## config.mk

```make
export PLATFORM = sky130hd
export DESIGN_NAME = reflet_rom_arbiter
export DESIGN_NICKNAME = d
export VERILOG_FILES = /design/src/rtl/reflet_rom_arbiter.sv
export SDC_FILE = /design/constraint.sdc
export NUM_CORES = 1
export LEC_CHECK = 0
export ABC_AREA = 1
export CAP_MARGIN = 25
export CORE_MARGIN = 1.5
export CORE_UTILIZATION = 41
export CTS_CLUSTER_SIZE = 14
export DETAILED_ROUTE_END_ITERATION = 8
export GPL_ROUTABILITY_DRIVEN = 0
export GPL_TIMING_DRIVEN = 0
export PLACE_DENSITY = 0.77
export SLEW_MARGIN = 5
export SYNTH_ARGS = -nofsm -noshare
export SYNTH_HDL_FRONTEND = slang
export SYNTH_SLANG_ARGS = --single-unit
export TNS_END_PERCENT = 30
```

## constraint.sdc

```tcl
create_clock -name clk -period 1 [get_ports clk]
set_input_delay 0.2 -clock clk [delete_from_list [all_inputs] [get_ports clk]]
set_output_delay 0.2 -clock clk [all_outputs]
set_load 0.02 [all_outputs]
```

## src/rtl/reflet_rom_arbiter.sv

```systemverilog
// reflet_rom_arbiter: shares one registered-output ROM between two req/ack byte readers
module reflet_rom_arbiter #(
  parameter int ADDR_WIDTH = 7,
  parameter int DATA_WIDTH = 8,
  parameter bit FAIR       = 1'b1
) (
  input  logic                  clk,
  input  logic                  reset,
  input  logic                  req0,
  input  logic [ADDR_WIDTH-1:0] addr0,
  output logic                  ack0,
  output logic [DATA_WIDTH-1:0] rdata0,
  input  logic                  req1,
  input  logic [ADDR_WIDTH-1:0] addr1,
  output logic                  ack1,
  output logic [DATA_WIDTH-1:0] rdata1,
  output logic                  busy,
  output logic [ADDR_WIDTH-1:0] rom_addr,
  output logic                  rom_enable,
  input  logic [DATA_WIDTH-1:0] rom_data
);
  typedef enum logic [1:0] {IDLE, ISSUE, CAPTURE} state_t;
  state_t state, state_nx;
  logic sel, last_grant, gnt;
  always_ff @(posedge clk)
    state <= reset ? IDLE : state_nx;
  always_comb
    state_nx = state == IDLE    ? ((req0 | req1) ? ISSUE : IDLE) :
               state == ISSUE   ? CAPTURE : IDLE;
  always_comb begin
    busy = state != IDLE;
    gnt  = (req0 & req1) ? (FAIR ? ~last_grant : 1'b0) : req1;
  end
  // Address is latched at grant so requester address changes mid-access are ignored.
  always_ff @(posedge clk) begin
    if (reset) begin
      ack0       <= 1'b0;
      ack1       <= 1'b0;
      rdata0     <= '0;
      rdata1     <= '0;
      rom_addr   <= '0;
      rom_enable <= 1'b0;
      sel        <= 1'b0;
      last_grant <= 1'b1;
    end else begin
      ack0       <= state == CAPTURE && !sel;
      ack1       <= state == CAPTURE && sel;
      rom_enable <= state == ISSUE;
      if (state == IDLE && (req0 | req1)) begin
        sel      <= gnt;
        rom_addr <= gnt ? addr1 : addr0;
      end
      if (state == CAPTURE) begin
        last_grant <= sel;
        if (sel) rdata1 <= rom_data;
        else     rdata0 <= rom_data;
      end
    end
  end
endmodule

```

Yosys cells after proc, flatten, opt, wreduce, memory -nomap -nowiden
Index checks and enable logic that the tools add are counted.

Eq/ne operators: 2. Bitwise operators: 4. Reductions and logical operators: 8. Mux-type cells: 5.

Operators with widths (count): 2-to-1 mux 7 bit (1); 2-to-1 mux 2 bit (2); AND reduction 2 bit (2); logical AND 1 bit (3); equality test 2 x 1 -> 1 bit, second input constant (1); equality test 2 bit, second input constant (1); logical NOT 2 bit (1); 2-to-1 mux 1 bit (2); inverter 1 bit (2); nonzero test 2 bit (1); AND 1 bit (1); logical NOT 1 bit (1); bitwise OR 1 bit (1).

Logic and storage cells: 28. Output and inout bits: 27. Input port bits: 26. Register bits: 30.

Logic depth before layout (Yosys ltp)
Gate-level depths: netlist of the first run.

Word-level depth: 3. Depth in mapped cells: 6. Depth with buffers taken out: 6.

Worst setup path before layout of the first run
No wires, ideal clock.

Path kind: reg2reg. Start point: register state[0]. End point: register rom_addr[1]. Cell stages (with the launch flop): 7. Slack: -0.068 ns. Buffers on the path: 0. Required time: 0.888 ns. Data arrival time: 0.956 ns. Cell sequence: dfxtp_1 -> inv_1 -> nand2_1 -> nor2_4 -> nand2_1 -> nor2_1 -> nor2_1.

Cells in the longest elaborated chain, start to end: 2.

Ends and longest elaborated chain: from (decl) (RTL line 23) `state_t state, state_nx;`; from (signal assigned) (RTL line 26) `state <= reset ? IDLE : state_nx;`; logical NOT 2 bit (RTL line 49) `if (state == IDLE && (req0 | req1)) begin`; logical AND 1 bit (RTL line 49); to (signal assigned) (RTL line 51) `rom_addr <= gnt ? addr1 : addr0;`; to (decl) (RTL line 18) `output logic [ADDR_WIDTH-1:0] rom_addr,`.

No other way between the ends. A chain may end at the register's enable or synchronous reset.

Worst setup path in the final report of the first run
Start point: register state[0]. End point: register rdata0[6].

Cells in the longest elaborated chain, start to end: 2.

Ends and longest elaborated chain: equality test 2 bit (RTL line 53) `if (state == CAPTURE) begin`; AND reduction 2 bit (no line); to (signal assigned) (RTL line 56) `else rdata0 <= rom_data;`; to (decl) (RTL line 12) `output logic [DATA_WIDTH-1:0] rdata0,`.

No other way between the ends.

==> run_results.csv, run 1 <==
group,metric,value,unit
floorplanning,die_area,0.003408,mm2
final_layout,layout.cells.non_filler,263,
setup_path,cp.required,1.26,ns
sta,layout_min_cycle_time,1.114,ns
sta,hold_viol_final,0,
final_layout,drive_gt1_share,42.67,%
cts,tritoncts,"built",
grt,grt_overflow,0,
cts,cts_sinks,30,
power,p_per_area,1265,mW/mm2
sta,tightest_slew,0.2787,ns
cts,cts_buffer_depth,2,
final_layout,layout_common_cells,"45 x nand2_1, 29 x buf_6, 26 x dfxtp_2, 24 x nand3_1, 23 x clkdlybuf4s50_1",
sta,final.setup.worst_slack,-0.1138,ns
setup_path,reg2reg_setup_slack,-0.11,ns
final_layout,antenna_cells,0,
detailed_routing,drt-wirelength-per-cell,12.71,um
floorplanning,io-pin-count,53,
logic_synthesis,yosys-top-cells-area,"dfxtp_1 48%, nand2_1 14%, nand3_1 10%, nor2_1 5.4%, a21oi_1 3.6%",
setup_path,worstPathArrival,1.37,ns
setup_path,start_kind,"flip-flop",
logic_synthesis,synth-edff-count,0,
setup_path,r2r_start,"state[0]",
run_status,status,"complete, but fails checks",
cts,cts_buffers,5,
cts,clockRootBuffer,"clkbuf_4",
detailed_routing,detail_route.iter0.violations,44,
logic_synthesis,ys_async_sr_fraction,0,%
sta,finalClockSkew,0.01377,ns
floorplanning,rows,19,
worst_hold_path,hold_end,"state[0]",
setup_path,reg2reg_to,"rdata0[6]",
setup_path,ff2ff_path_depth,5,
logic_synthesis,netlist_instances,164,
final_layout,final_common_cell,"nand2_1",
setup_path,crit_fanout,6,
run,cap_violations,0,
detailed_routing,vias_per_cell,5.133,
cts,clkTransAtPathRegs,0.10,ns
grt,grt_pass1_wl,5078,um
grt,grt_pass1_vias,1240,
cts,hold_buffers,0,
detailed_routing,ant_nets,0,
power,vdd_drop_max,747.8,uV
logic_synthesis,syn_area,0.001257,mm2
logic_synthesis,ys_seq_area_share,47.76,%
worst_hold_path,min_from,"req1",
run_status,failed_checks,"setup timing",
grt,gr-usage-all-layers,19.39,%
logic_synthesis,synth_seq_cells,30,
sta,rsz0062_at_grt,"true",
logic_synthesis,syn_nets,190,
cts,clkLatencyLatePin,0.32,ns
detailed_routing,vias,1350,
placement,dp_cells,246,
cts,htreeDepth,2,
logic_synthesis,yosysUniqueCellTypes,19,
floorplanning,initial_utilization,44.45,%
logic_synthesis,avgSynthCellArea,7.667,um2
logic_synthesis,yosysTopAreaCellShare,47.76,%
sta,slew_violations,0,
floorplanning,die_w,58.38,um
power,p_total,2617,uW
worst_hold_path,hp-class,"input port to flip-flop",
detailed_routing,drc,0,
grt,grt_max_degree,11,
grt,antenna_found_initial,0,
floorplanning,fp.dieH,58.38,um
power,power.leakage,0.0009190,uW
placement,port_buffers,51,
floorplanning,core-area,0.002829,mm2
detailed_routing,firstDrtPassIters,4,
logic_synthesis,synth_ff_type,"dfxtp_1",
sta,fmax,897.8,MHz
sta,fin_crit_sh,111.4,%
logic_synthesis,synth_top_area_cell,"dfxtp_1",
placement,detailed_place_hpwl,2240,um
final_layout,synthToLayoutAreaGrowth,64.48,%
worst_hold_path,whs_path_depth,3,
setup_path,critPathKind,"flip-flop to flip-flop",
sta,finalSetupViolations,23,
final_layout,nets,258,
sta,relSlewSlack,81.39,%
detailed_routing,routed_wl,3344,um
logic_synthesis,yosys_warnings,0,
setup_path,end_kind,"flip-flop",
-- routing by layer --
metal	wire length (um)	track usage (%)	share of wire, %	vias to the layer above
li1	-	-	-	667
met1	1301	21.40	39	606
met2	1612	33.39	48	68
met3	351	7.033	10	9
met4	79	8.306	2.4	0
met5	0	0	0	-
-- report_power, final --
group / total [uW] / leakage [uW] / switching [uW] / internal [uW]
combinational: 649 / 0.000632 / 330 / 319
clock: 653 / 0.0000308 / 400 / 252
sequential: 1320 / 0.000256 / 48.7 / 1270
-- flip-flops by register name, summed over array words and instances (netlist names) --
name / count
rom_addr: 7
rdata0: 8
rdata1: 8
rom_enable: 1
state: 2
ack1: 1
ack0: 1
sel: 1
last_grant: 1
-- area by class of cell --
type                       count  area (um2)
inverter                      12       47.55
clock inverter                 2       10.01
buffer                         6       57.56
clock buffer                   5       37.54
sequential                    30       636.9
tap                           31       38.79
multi-input combinational    118       639.4
fill                         214       760.7
timing repair buffer          59       600.6
-- synth_stat cells (2+ instances only) --
cell and n:
nand2_1 47, dfxtp_1 30, nand3_1 26, nor2_1 18, a21oi_1 9, inv_1 8, a21boi_0 5, inv_2 4
buf_6 3, a21boi_2 2, nand2_4 2, nor2_4 2, nor3_1 2
-- how the worst max path moves through the flow --
| stage | from | endpoint | slack (ns) | cells after the start |
|---|---|---|---|---|
| floorplan | state[0] | rom_addr[1] | 0.01 | 6 |
| finish | state[0] | rdata0[6] | -0.11 | 5 |
| global route | state[1] | rdata0[5] | -0.17 | 6 |
| CTS | state[0] | busy | -0.12 | 3 |
| detailed placement | state[0] | busy | -0.45 | 3 |
| global placement | req0 | rom_addr[6] | -0.42 | 7 |
-- metrics by stage --
step                      hold slack [ns]  worst slack (ns)  cell area, um2  utilization [%]  TNS (ns)
after floorplan                    0.2691           0.01387            1260                -         0
final                              0.2940           -0.1138            2068            73.11    -1.885
after global routing               0.3088           -0.1744            2068            73.11    -3.792
after CTS                          0.2870           -0.1164            1942            68.64    -1.759
after detailed placement           0.4567           -0.4488            1809            63.95    -13.37
after global placement             0.4487           -0.4247            1809            63.95    -12.50
-- worst max-delay path: stages (launching register included) --
cell and delay, ns:
dfxtp_4 0.36, buf_6 0.13, nor2_4 0.14, buf_8 0.17, nand3_1 0.09, a21oi_1 0.16
-- logic make-up after synthesis --
logic type	synth area share, %
AND/OR/NAND/NOR	34.63
flip-flops	47.76
AO/OA/AOI/OAI	10.05
buffers and inverters	7.561
-- timing repair --
item                       in CTS  in global routing
pin swaps                       1                  6
gates resized for setup       179                 29
buffers inserted                7                  0
gates cloned                    1                  2
setup endpoints to repair      52                 53
(Power assumes the default switching activity.)
==> run 2, diff against run 1 <==
Settings changed: CORE_MARGIN 1.5 to default.
==> run 2 against run 1 <==
Against the previous run:
- the run ends with DRC, setup timing left
- worst setup slack worse by 0.015 ns
- clock power rose by 12%
- utilization is 1.1 points lower
- clock skew fell by 0.0067 ns
- sequential cell count did not move
- largest power group unchanged
- highest routed layer unchanged
==> run_results.csv, run 2 (synthesis gave the netlist of run 1 again) <==
group,metric,value,unit
placement,place_ws,-0.4417,ns
setup_path,worstPathArrival,1.33,ns
cts,cts_sinks,30,
grt,antenna_found_initial,0,
setup_path,reg2reg_to,"rdata0[0]",
cts,tritoncts,"built",
setup_path,r2r_start,"state[0]",
grt,grt_pass1_wl,5133,um
setup_path,cp.required,1.21,ns
power,power.leakage,0.0009257,uW
detailed_routing,vias,1309,
worst_hold_path,whs_path_depth,3,
power,p_total,2675,uW
final_layout,drive_gt1_share,40.69,%
floorplanning,die_w,57.38,um
sta,slew_violations,0,
setup_path,end_kind,"flip-flop",
placement,port_buffers,51,
detailed_routing,drt-wirelength-per-cell,12.01,um
detailed_routing,ant_nets,0,
cts,clkTransAtPathRegs,0.09,ns
setup_path,critPathKind,"flip-flop to flip-flop",
detailed_routing,vias_per_cell,4.996,
detailed_routing,routed_wl,3146,um
sta,fmax,885.7,MHz
grt,grt_overflow,0,
run_status,failed_checks,"DRC, setup timing",
final_layout,reg_top3,"rdata0: 8 flops, rdata1: 8 flops, rom_addr: 7 flops",
floorplanning,rows,19,
grt,grt_max_degree,11,
sta,final.setup.worst_slack,-0.1290,ns
sta,relSlewSlack,82.07,%
power,vdd_drop_max,813.6,uV
sta,finalSetupViolations,27,
run_status,status,"complete, but fails checks",
sta,finalClockSkew,0.007099,ns
cts,cts_buffer_depth,2,
cts,htreeDepth,2,
sta,tightest_slew,0.2679,ns
detailed_routing,detail_route.iter0.violations,66,
floorplanning,fp.dieH,57.38,um
floorplanning,io-pin-count,53,
final_layout,final_common_cell,"nand2_1",
setup_path,reg2reg_setup_slack,-0.13,ns
worst_hold_path,hold_end,"state[0]",
setup_path,crit_fanout,9,
final_layout,synthToLayoutAreaGrowth,61.89,%
worst_hold_path,hp-class,"input port to flip-flop",
sta,fin_crit_sh,112.9,%
worst_hold_path,min_from,"req1",
grt,gr-usage-all-layers,20.31,%
sta,hold_viol_final,0,
grt,grt_pass1_vias,1257,
floorplanning,core-area,0.002829,mm2
floorplanning,die_area,0.003292,mm2
setup_path,start_kind,"flip-flop",
final_layout,layout_common_cells,"44 x nand2_1, 30 x buf_6, 25 x dfxtp_2, 23 x nand3_1, 23 x clkdlybuf4s50_1",
power,p_per_area,1314,mW/mm2
run,cap_violations,0,
cts,cts_buffers,5,
setup_path,ff2ff_path_depth,6,
final_layout,antenna_cells,0,
detailed_routing,firstDrtPassIters,6,
cts,clkLatencyLatePin,0.32,ns
sta,rsz0062_at_grt,"true",
final_layout,nets,256,
floorplanning,initial_utilization,44.45,%
detailed_routing,drc,6,
placement,detailed_place_hpwl,2266,um
sta,layout_min_cycle_time,1.129,ns
cts,clockRootBuffer,"clkbuf_4",
-- run 2: changes by cell type in the layout (fill, tap and decap cells not counted), sizes merged --
cell,before,now
o21ai,3,2
nand2,51,50
clkbuf,7,9
clkinv,2,1
-- run 2: timing repair --
action / 4_1_cts / 5_1_grt
setup buffers: 7 / 0
endpoints found under the setup margin: 52 / 53
gates resized for setup: 177 / 26
pin swaps: 1 / 3
hold buffers: 0 / 0
cloned: 1 / 0
hold endpoints to repair: 0 / 0
-- run 2: cell type report --
type | instances | area (um2)
Buffer | 6 | 53.80
Clock buffer | 7 | 55.05
Clock inverter | 1 | 5.005
Fill cell | 234 | 793.3
Multi-Input combinational cell | 116 | 596.8
Tap cell | 31 | 38.79
Timing Repair Buffer | 59 | 603.1
Inverter | 12 | 47.55
Sequential cell | 30 | 635.6
-- run 2: stage by stage --
step / std cells / utilization [%] / setup TNS, ns / cell area [um2] / hold slack (ns)
after floorplan: 164 / - / 0 / 1260 / 0.2691
after global placement: 246 / 63.95 / -12.40 / 1809 / 0.4488
after detailed placement: 246 / 63.95 / -13.40 / 1809 / 0.4535
after CTS: 262 / 69.04 / -1.948 / 1953 / 0.2529
after global routing: 262 / 71.96 / -4.072 / 2036 / 0.2892
final: 262 / 71.96 / -2.254 / 2036 / 0.2636
-- run 2: how the worst max path moves through the flow --
stage,startpoint,endpoint,depth (start not counted)
6_report,state[0],rdata0[0],6
5_1_grt,state[1],rdata0[2],6
4_1_cts,state[0],busy,3
3_5_place_dp,req0,rom_addr[2],7
3_3_place_gp,state[0],busy,3
2_1_floorplan,state[0],rom_addr[1],6
-- run 2: critical path: stages (launching register included) --
cell and delay (ns):
dfxtp_4 0.36, buf_4 0.15, nor2_4 0.13, buf_6 0.14, nand2_4 0.09, nand2_1 0.08, a21oi_1 0.06
-- run 2: layer usage --
| metal | track usage, % | part of all wire (%) | wire length, um | vias to the layer above |
|---|---|---|---|---|
| li1 | - | - | - | 655 |
| met1 | 23.13 | 41 | 1281 | 593 |
| met2 | 36.05 | 50 | 1569 | 55 |
| met3 | 6.349 | 8.2 | 258 | 6 |
| met4 | 6.272 | 1.2 | 37 | 0 |
| met5 | 0 | 0 | 0 | - |
-- run 2: power breakdown --
part	internal [uW]	switching [uW]	leakage, uW
clock	340	391	0.0000353
combinational	319	313	0.000634
sequential	1270	45.8	0.000256
total	1930	750	0.000926
==> run 3, diff against run 2 <==
Settings changed: CORE_UTILIZATION 41 to 38, PLACE_DENSITY 0.77 to 0.72.
==> run 3 against run 2 <==
Against the previous run:
- the flow finishes with violations (setup timing)
- largest cell class unchanged
- fmax is 2.2% lower
- die area is 7.6% higher
- design area is 3.7% higher
==> run_results.csv, run 3 (synthesis gave the netlist of run 1 again) <==
group,metric,value,unit
final_layout,drive_gt1_share,43.35,%
cts,clkLatencyLatePin,0.32,ns
sta,hold_viol_final,0,
sta,slew_violations,0,
floorplanning,io-pin-count,53,
cts,tritoncts,"built",
placement,detailed_place_hpwl,2313,um
floorplanning,initial_utilization,40.52,%
sta,fin_crit_sh,115.5,%
floorplanning,fp.dieH,59.53,um
grt,gr-usage-all-layers,20.82,%
cts,cts_buffer_depth,2,
final_layout,final_common_cell,"nand2_1",
detailed_routing,routed_wl,3659,um
sta,finalClockSkew,0.004221,ns
detailed_routing,vias,1338,
detailed_routing,firstDrtPassIters,4,
sta,rsz0062_at_grt,"true",
detailed_routing,drt-wirelength-per-cell,13.21,um
final_layout,antenna_cells,0,
final_layout,synthToLayoutAreaGrowth,67.86,%
sta,tightest_slew,0.2929,ns
detailed_routing,detail_route.iter0.violations,79,
cts,hold_buffers,0,
final_layout,nets,258,
final_layout,multi_input_area,650.6,um2
final_layout,fin_util,68.02,%
sta,relSlewSlack,80.40,%
cts,htreeDepth,2,
grt,grt_pass1_vias,1247,
power,vdd_drop_max,655.7,uV
cts,clkTransAtPathRegs,0.09,ns
grt,antenna_found_initial,0,
grt,grt_overflow,0,
floorplanning,die_w,59.53,um
placement,port_buffers,51,
detailed_routing,ant_nets,0,
grt,grt_pass1_wl,5437,um
power,power.leakage,0.0009265,uW
setup_path,cp.required,1.21,ns
sta,fmax,866.1,MHz
worst_hold_path,hp-class,"input port to flip-flop",
floorplanning,core-area,0.003103,mm2
run_status,failed_checks,"setup timing",
cts,cts_buffers,5,
floorplanning,die_area,0.003543,mm2
setup_path,end_kind,"flip-flop",
final_layout,seq_area,634.4,um2
run_status,status,"complete, but fails checks",
setup_path,start_kind,"flip-flop",
floorplanning,rows,20,
setup_path,critPathKind,"flip-flop to flip-flop",
run,cap_violations,0,
sta,layout_min_cycle_time,1.155,ns
cts,cts_sinks,30,
sta,hold_ws,0.2741,ns
setup_path,worstPathArrival,1.37,ns
sta,finalSetupViolations,28,
detailed_routing,drc,0,
final_layout,reg_top3,"rdata0: 8 flops, rdata1: 8 flops, rom_addr: 7 flops",
power,p_per_area,1292,mW/mm2
sta,final.setup.worst_slack,-0.1546,ns
setup_path,crit_fanout,6,
detailed_routing,vias_per_cell,4.830,
cts,clockRootBuffer,"clkbuf_4",
final_layout,fill_cells,259,
final_layout,layout_common_cells,"41 x nand2_1, 29 x buf_6, 24 x dfxtp_2, 23 x clkdlybuf4s50_1, 22 x nand3_1",
grt,grt_max_degree,11,
run 3: final timing paths:
| path | slack, ns | from | end | cells past startpoint |
|---|---|---|---|---|
| setup / recovery | -0.15 | state[1] | rdata0[1] | 7 |
| hold / removal | 0.27 | req1 | state[0] | 3 |
| setup reg to reg | -0.15 | state[1] | rdata0[1] | 7 |
| hold reg to reg | 0.47 | rdata1[2] | rdata1[2] | 2 |
run 3: layer usage:
layer	vias to the layer above	share of wire [%]	wire length, um	track usage, %
met4	0	1.7	63	6.977
met2	44	52	1919	36.76
li1	669	-	-	-
met1	617	40	1446	23.36
met5	-	0	0	0
met3	8	6.3	229	6.987
run 3: repair_timing:
action,in CTS,in global routing
pin swaps,1,2
endpoints found under the setup margin,53,54
setup buffers,7,1
endpoints found under the hold margin,0,0
cloned,1,1
resized for setup,186,24
run 3: worst max-delay path: stages, from the launching register on:
cell and delay, ns:
dfxtp_2 0.35, inv_2 0.06, buf_6 0.12, nor2_4 0.11, buf_8 0.17, nand2_8 0.09, nand2_2 0.09, a21oi_1 0.06
run 3: area by class of cell:
class,count,share of cell area (%)
buffer,6,2.727
clock buffer,7,2.608
clock inverter,1,0.2371
inverter,12,2.253
multi-input combinational,117,30.82
sequential,30,30.05
tap,44,2.608
timing repair buffer,60,28.69
run 3: where the power goes:
part	switching, uW	internal [uW]	leakage (uW)
sequential	51.0	1270	0.000256
combinational	340	327	0.000636
clock	401	340	0.0000353
total	792	1930	0.000926
run 3: through the flow:
step / instances / setup TNS [ns] / setup slack [ns] / instance area [um2] / power (uW)
CTS: 275 / -2.502 / -0.1260 / 2013 / 2704
finish: 277 / -2.727 / -0.1546 / 2111 / 2726
global placement: 259 / -13.48 / -0.4202 / 1826 / 1879
floorplan: 164 / 0 / 0.01387 / 1260 / 1625
detailed placement: 259 / -14.63 / -0.4466 / 1826 / 1893
global route: 277 / -5.212 / -0.2357 / 2111 / 2860
